## config.mk

```make
export PLATFORM = sky130hd
export DESIGN_NAME = fetch_unit
export DESIGN_NICKNAME = d
export VERILOG_FILES = /design/src/rtl/fetch_unit.sv
export SDC_FILE = /design/constraint.sdc
export NUM_CORES = 1
export LEC_CHECK = 0
export CAP_MARGIN = 20
export CORE_MARGIN = 1
export CORE_UTILIZATION = 39
export DETAILED_ROUTE_END_ITERATION = 7
export PLACE_DENSITY = 0.73
export SETUP_SLACK_MARGIN = 0.5
export SYNTH_ARGS = -nofsm -noshare
export SYNTH_HDL_FRONTEND = slang
export SYNTH_SLANG_ARGS = --single-unit
```

## constraint.sdc

```tcl
create_clock -name CLK -period 4.9 [get_ports CLK]
set_input_delay 0.98 -clock CLK [delete_from_list [all_inputs] [get_ports CLK]]
set_output_delay 0.98 -clock CLK [all_outputs]
set_load 0.01 [all_outputs]
```

## src/rtl/fetch_unit.sv

```systemverilog
// fetch_unit
//   Instruction-fetch stage of the multi-cycle CPU. Holds the program counter,
//   presents it as the byte address to the (combinational, big-endian) instruction
//   memory, and latches the returned word into the instruction register when the
//   control unit asks for it. Computes the next PC (sequential, branch, register
//   jump, absolute jump), keeps a sticky halt flag and counts IR loads.
//
// Parameters
//   RESET_PC  PC value loaded on reset (bits [1:0] must be zero)
//   HALT_OP   opcode (IR[31:26]) that stops further fetch
//
// Ports
//   CLK       in   system clock, rising edge
//   Reset     in   asynchronous active-high reset
//   PCWre     in   PC write enable
//   IRWre     in   IR write enable
//   PCSrc     in   next-PC select: 00 PC+4, 01 branch, 10 RegData, 11 jump
//   Imm       in   sign-extended immediate (branch offset in words)
//   RegData   in   rs read data, jr target
//   IDataIn   in   instruction word from instruction memory
//   IAddr     out  byte address to instruction memory (== PC)
//   PC        out  current program counter
//   PC4       out  PC + 4 (jal link value)
//   IR        out  instruction register
//   Halted    out  sticky halt flag, cleared only by Reset
//   FetchCnt  out  number of IR loads since reset (wraps)

module fetch_unit #(
  parameter logic [31:0] RESET_PC = 32'h0000_0000,
  parameter logic [5:0]  HALT_OP  = 6'b111111
) (
  input  logic        CLK,
  input  logic        Reset,
  input  logic        PCWre,
  input  logic        IRWre,
  input  logic [1:0]  PCSrc,
  input  logic [31:0] Imm,
  input  logic [31:0] RegData,
  input  logic [31:0] IDataIn,
  output logic [31:0] IAddr,
  output logic [31:0] PC,
  output logic [31:0] PC4,
  output logic [31:0] IR,
  output logic        Halted,
  output logic [31:0] FetchCnt
);

  typedef enum logic [1:0] {
    SRC_SEQ    = 2'b00,
    SRC_BRANCH = 2'b01,
    SRC_JR     = 2'b10,
    SRC_JUMP   = 2'b11
  } pcsrc_e;

  typedef enum logic {
    ST_RUN  = 1'b0,
    ST_HALT = 1'b1
  } fetch_state_e;

  fetch_state_e state;
  pcsrc_e       sel;

  logic [31:0] pc_q;
  logic [31:0] ir_q;
  logic [31:0] cnt_q;
  logic [31:0] pc_plus4;
  logic [31:0] br_offset;
  logic [31:0] next_raw;
  logic [31:0] next_pc;
  logic        ir_load;
  logic        pc_load;
  logic        halt_word;

  assign sel = pcsrc_e'(PCSrc);

  // All arithmetic is modulo 2^32; the shift drops Imm[31:30].
  assign pc_plus4  = pc_q + 32'd4;
  assign br_offset = Imm << 2;

  always_comb begin
    next_raw = pc_plus4;
    unique case (sel)
      SRC_SEQ:    next_raw = pc_plus4;
      SRC_BRANCH: next_raw = pc_plus4 + br_offset;
      SRC_JR:     next_raw = RegData;
      SRC_JUMP:   next_raw = {pc_plus4[31:28], ir_q[25:0], 2'b00};
      default:    next_raw = pc_plus4;
    endcase
  end

  // Every PC load is word aligned; an unaligned jr target is silently truncated.
  assign next_pc = {next_raw[31:2], 2'b00};

  // Enables are ignored once halted; the halt-word load itself still completes
  // together with any PC update on that same edge.
  assign ir_load   = IRWre && (state == ST_RUN);
  assign pc_load   = PCWre && (state == ST_RUN);
  assign halt_word = (IDataIn[31:26] == HALT_OP);

  always_ff @(posedge CLK or posedge Reset) begin
    if (Reset) begin
      pc_q  <= RESET_PC;
      ir_q  <= '0;
      cnt_q <= '0;
      state <= ST_RUN;
    end else begin
      if (ir_load) begin
        ir_q  <= IDataIn;
        cnt_q <= cnt_q + 32'd1;
        if (halt_word) begin
          state <= ST_HALT;
        end
      end
      if (pc_load) begin
        pc_q <= next_pc;
      end
    end
  end

  assign PC       = pc_q;
  assign IAddr    = pc_q;
  assign PC4      = pc_plus4;
  assign IR       = ir_q;
  assign FetchCnt = cnt_q;
  assign Halted   = (state == ST_HALT);

endmodule

```

==> impl_metrics.env <==
export IMPL_status="finished clean"
export IMPL_hold_viol=0
export IMPL_endpoint_kind="flip-flop"
export IMPL_ir_worst_vdd_mv=0.236
export IMPL_power_frac_clock=0.157
export IMPL_htreeDepth=3
export IMPL_setup_viol=0
export IMPL_p_seq_frac=0.274
export IMPL_port_buffers=252
export IMPL_maxCapViolations=0
export IMPL_hold_path_depth=1
export IMPL_fin_util=0.562
export IMPL_drt_iter0_drc=420
export IMPL_grt_pass1_wl_mm=34.8
export IMPL_ys_seq_area_frac=0.338
export IMPL_finalCriticalPeriod_ps=4170
export IMPL_ys_async_sr_fraction=1.00
export IMPL_hold_buffers=0
export IMPL_finalSetupTns_ps=0
export IMPL_rr_worst_depth=15
export IMPL_die_w_um=136
export IMPL_ys_ff_latch=95
export IMPL_crit_type="reg -> reg"
export IMPL_start_util=0.402
export IMPL_vias=6514
export IMPL_syn_avg_cell_area_um2=9.34
export IMPL_ys_warn_count=0
export IMPL_dp_hpwl_mm=17.2
export IMPL_netlist_instances=753
export IMPL_regArea_um2=2380
export IMPL_dieHeight_um=136
export IMPL_design_area_um2=9830
export IMPL_diodes=0
export IMPL_drive_gt1_frac=0.105
export IMPL_worstHoldPathType="reg -> reg"
export IMPL_max_slew_margin=0.311
export IMPL_path_max_fanout=5
export IMPL_num_fill_cells=1529
export IMPL_place_inst=1180
export IMPL_antenna_found_initial=0
export IMPL_cts_sinks=95
export IMPL_instances_no_fill=1196
export IMPL_drt_antenna_violating_nets=0
export IMPL_fin_worst_skew_ps=10.2
export IMPL_clockRootBuffer="clkbuf_16"
export IMPL_dieArea_um2=18600
export IMPL_synthToLayoutAreaGrowth_pct=39.7
export IMPL_synthFlopType="dfrtp_1"
export IMPL_placementRows=48
export IMPL_wl_per_cell_um=18.6
export IMPL_pwr_density_cell_nw_per_um2=458
export IMPL_cts_made_buffers=9
export IMPL_core_area_um2=17500
export IMPL_synth_edf_count=0
export IMPL_io_pins=263
export IMPL_ff2ff_setup_slack_ps=730
export IMPL_grt_setup_unrepaired="no"
export IMPL_drcViolationCount=0
export IMPL_worstMarginPinSlew_ps=1030
export IMPL_synth_cell_type_count=79
export IMPL_syn_cell_area_um2=7030
export IMPL_p_total_mw=4.50
export IMPL_overflow=0
export IMPL_r2r_end="IAddr[31]"
export IMPL_grt_use_total=0.244
export IMPL_viasPerCell=5.45
export IMPL_clock_latency_ps=350
export IMPL_drt_pass1_iterations=7
export IMPL_grt_pass1_vias=6304
export IMPL_switching_share=0.412
export IMPL_fmax_mhz=240
export IMPL_post_cts_buffers=0
export IMPL_multi_input_area_um2=4220
export IMPL_final_common_cell="clkdlybuf4s50_1"
export IMPL_cts_clk_slew_worst_paths_ps=80
export IMPL_dpl_cell_area_um2=9500
export IMPL_nets=1105
export IMPL_timing_max_transition_violations_final=0
export IMPL_layout_common_cells="clkdlybuf4s50_1, dfrtp_1, nand2_1, nor2_1, xnor2_1"
export IMPL_postCtsResizedCells=0
export IMPL_grt_max_degree=71
export IMPL_power_switching_mw=1.85
export IMPL_p_leak_nw=4.05
export IMPL_cts_tree="yes"
export IMPL_required_ps=5190
export IMPL_rr_startpoint="IAddr[3]"
export IMPL_cts_max_path_buffers=2
export IMPL_min_period_over_period=0.852
export IMPL_hp_start="FetchCnt[31]"
export IMPL_internal_power_mw=2.65
export IMPL_pwr_share_comb=0.569
export IMPL_whs_endpoint="FetchCnt[31]"
export IMPL_gp_congestion=0.916
export IMPL_critPathLaunchType="flip-flop"
export IMPL_drt_wl_total_mm=22.3
export IMPL_cp_arrival_ps=4470
## power by group through the flow
| stage | sequential, mW | combinational [mW] | clock [mW] |
|---|---|---|---|
| after floorplan | 1.24 | 1.45 | 0 |
| after global placement | 1.24 | 2.49 | 0 |
| after detailed placement | 1.24 | 2.51 | 0 |
| after CTS | 1.23 | 2.53 | 0.719 |
| after global routing | 1.27 | 2.78 | 0.748 |
| final | 1.24 | 2.56 | 0.707 |
## worst max path at each step
stage,from,endpoint,slack [ps],cells past startpoint
final,IAddr[3],IAddr[31],730,15
after global routing,IAddr[3],IAddr[31],500,15
after CTS,IAddr[3],IAddr[31],640,15
after detailed placement,IAddr[3],IAddr[31],660,15
after global placement,IAddr[5],IAddr[31],720,14
after floorplan,IAddr[4],IAddr[29],1050,14
## final cells by class
| cell class | count | share of cell area |
|---|---|---|
| Multi-Input combinational cell | 580 | 0.429 |
| Clock buffer | 10 | 0.0243 |
| Sequential cell | 95 | 0.242 |
| Clock inverter | 6 | 0.00522 |
| Inverter | 19 | 0.00751 |
| Tap cell | 225 | 0.0286 |
| Timing Repair Buffer | 261 | 0.263 |
## critical path, stage by stage, from the launching register on
cell	delay, ps
dfrtp_1	460
ha_1	280
nand2_1	110
or3_1	450
nor2_2	210
nand2_1	130
xnor2_2	190
ha_1	400
nand2_1	100
o21a_1	220
o31a_1	150
a31oi_4	260
a31oi_2	200
o311a_1	370
o311ai_1	360
o2111a_1	240
## stage by stage
step / worst slack (ps) / hold WS, ps
after global placement: 718 / 461
after global routing: 501 / 483
after floorplan: 1050 / 504
after detailed placement: 664 / 467
final: 725 / 469
after CTS: 635 / 476
## registers in the layout, indices dropped and copies added, names as in the netlist
register / cells
FetchCnt: 32
Halted: 1
IAddr: 30
IR: 32
## per-layer routing
| metal | vias to the layer above | share of wire | track usage | routed length (um) |
|---|---|---|---|---|
| met2 | 282 | 0.47 | 0.387 | 10400 |
| met5 | - | 0 | 0 | 0 |
| li1 | 3099 | - | - | - |
| met4 | 0 | 0.024 | 0.0969 | 540 |
| met3 | 37 | 0.075 | 0.0440 | 1670 |
| met1 | 3096 | 0.43 | 0.329 | 9680 |
## logic make-up after synthesis
kind of cell	share of synthesized area
AO/OA/AOI/OAI	0.133
flip-flops	0.338
other	0.000533
adder cells (fa/ha/maj)	0.0669
buffers and inverters	0.0708
AND/OR/NAND/NOR	0.174
XOR/XNOR	0.0996
multiplexers	0.117
## synth_stat cells (all sizes together), types with 6 or more instances
library cell / count / area [um2]
a31oi: 8 / 56.3
inv: 19 / 71.3
a21oi: 43 / 215
o21ai: 27 / 135
ha: 36 / 450
mux2i: 15 / 150
nand3: 29 / 150
nor3: 10 / 50.1
o22ai: 7 / 43.8
nor2: 64 / 240
nand2: 76 / 285
xor2: 28 / 245
dfrtp: 95 / 2380
nor2b: 6 / 37.5
mux2: 44 / 495
xnor2: 52 / 455
o21a: 7 / 52.6
or3: 7 / 50.1
a21o: 6 / 45.0
and3: 13 / 81.3
and4: 7 / 62.6
nand4: 15 / 100
clkbuf: 18 / 88.8
buf: 45 / 328
mux4: 8 / 180
No activity file was read; power rests on OpenSTA's default activity.
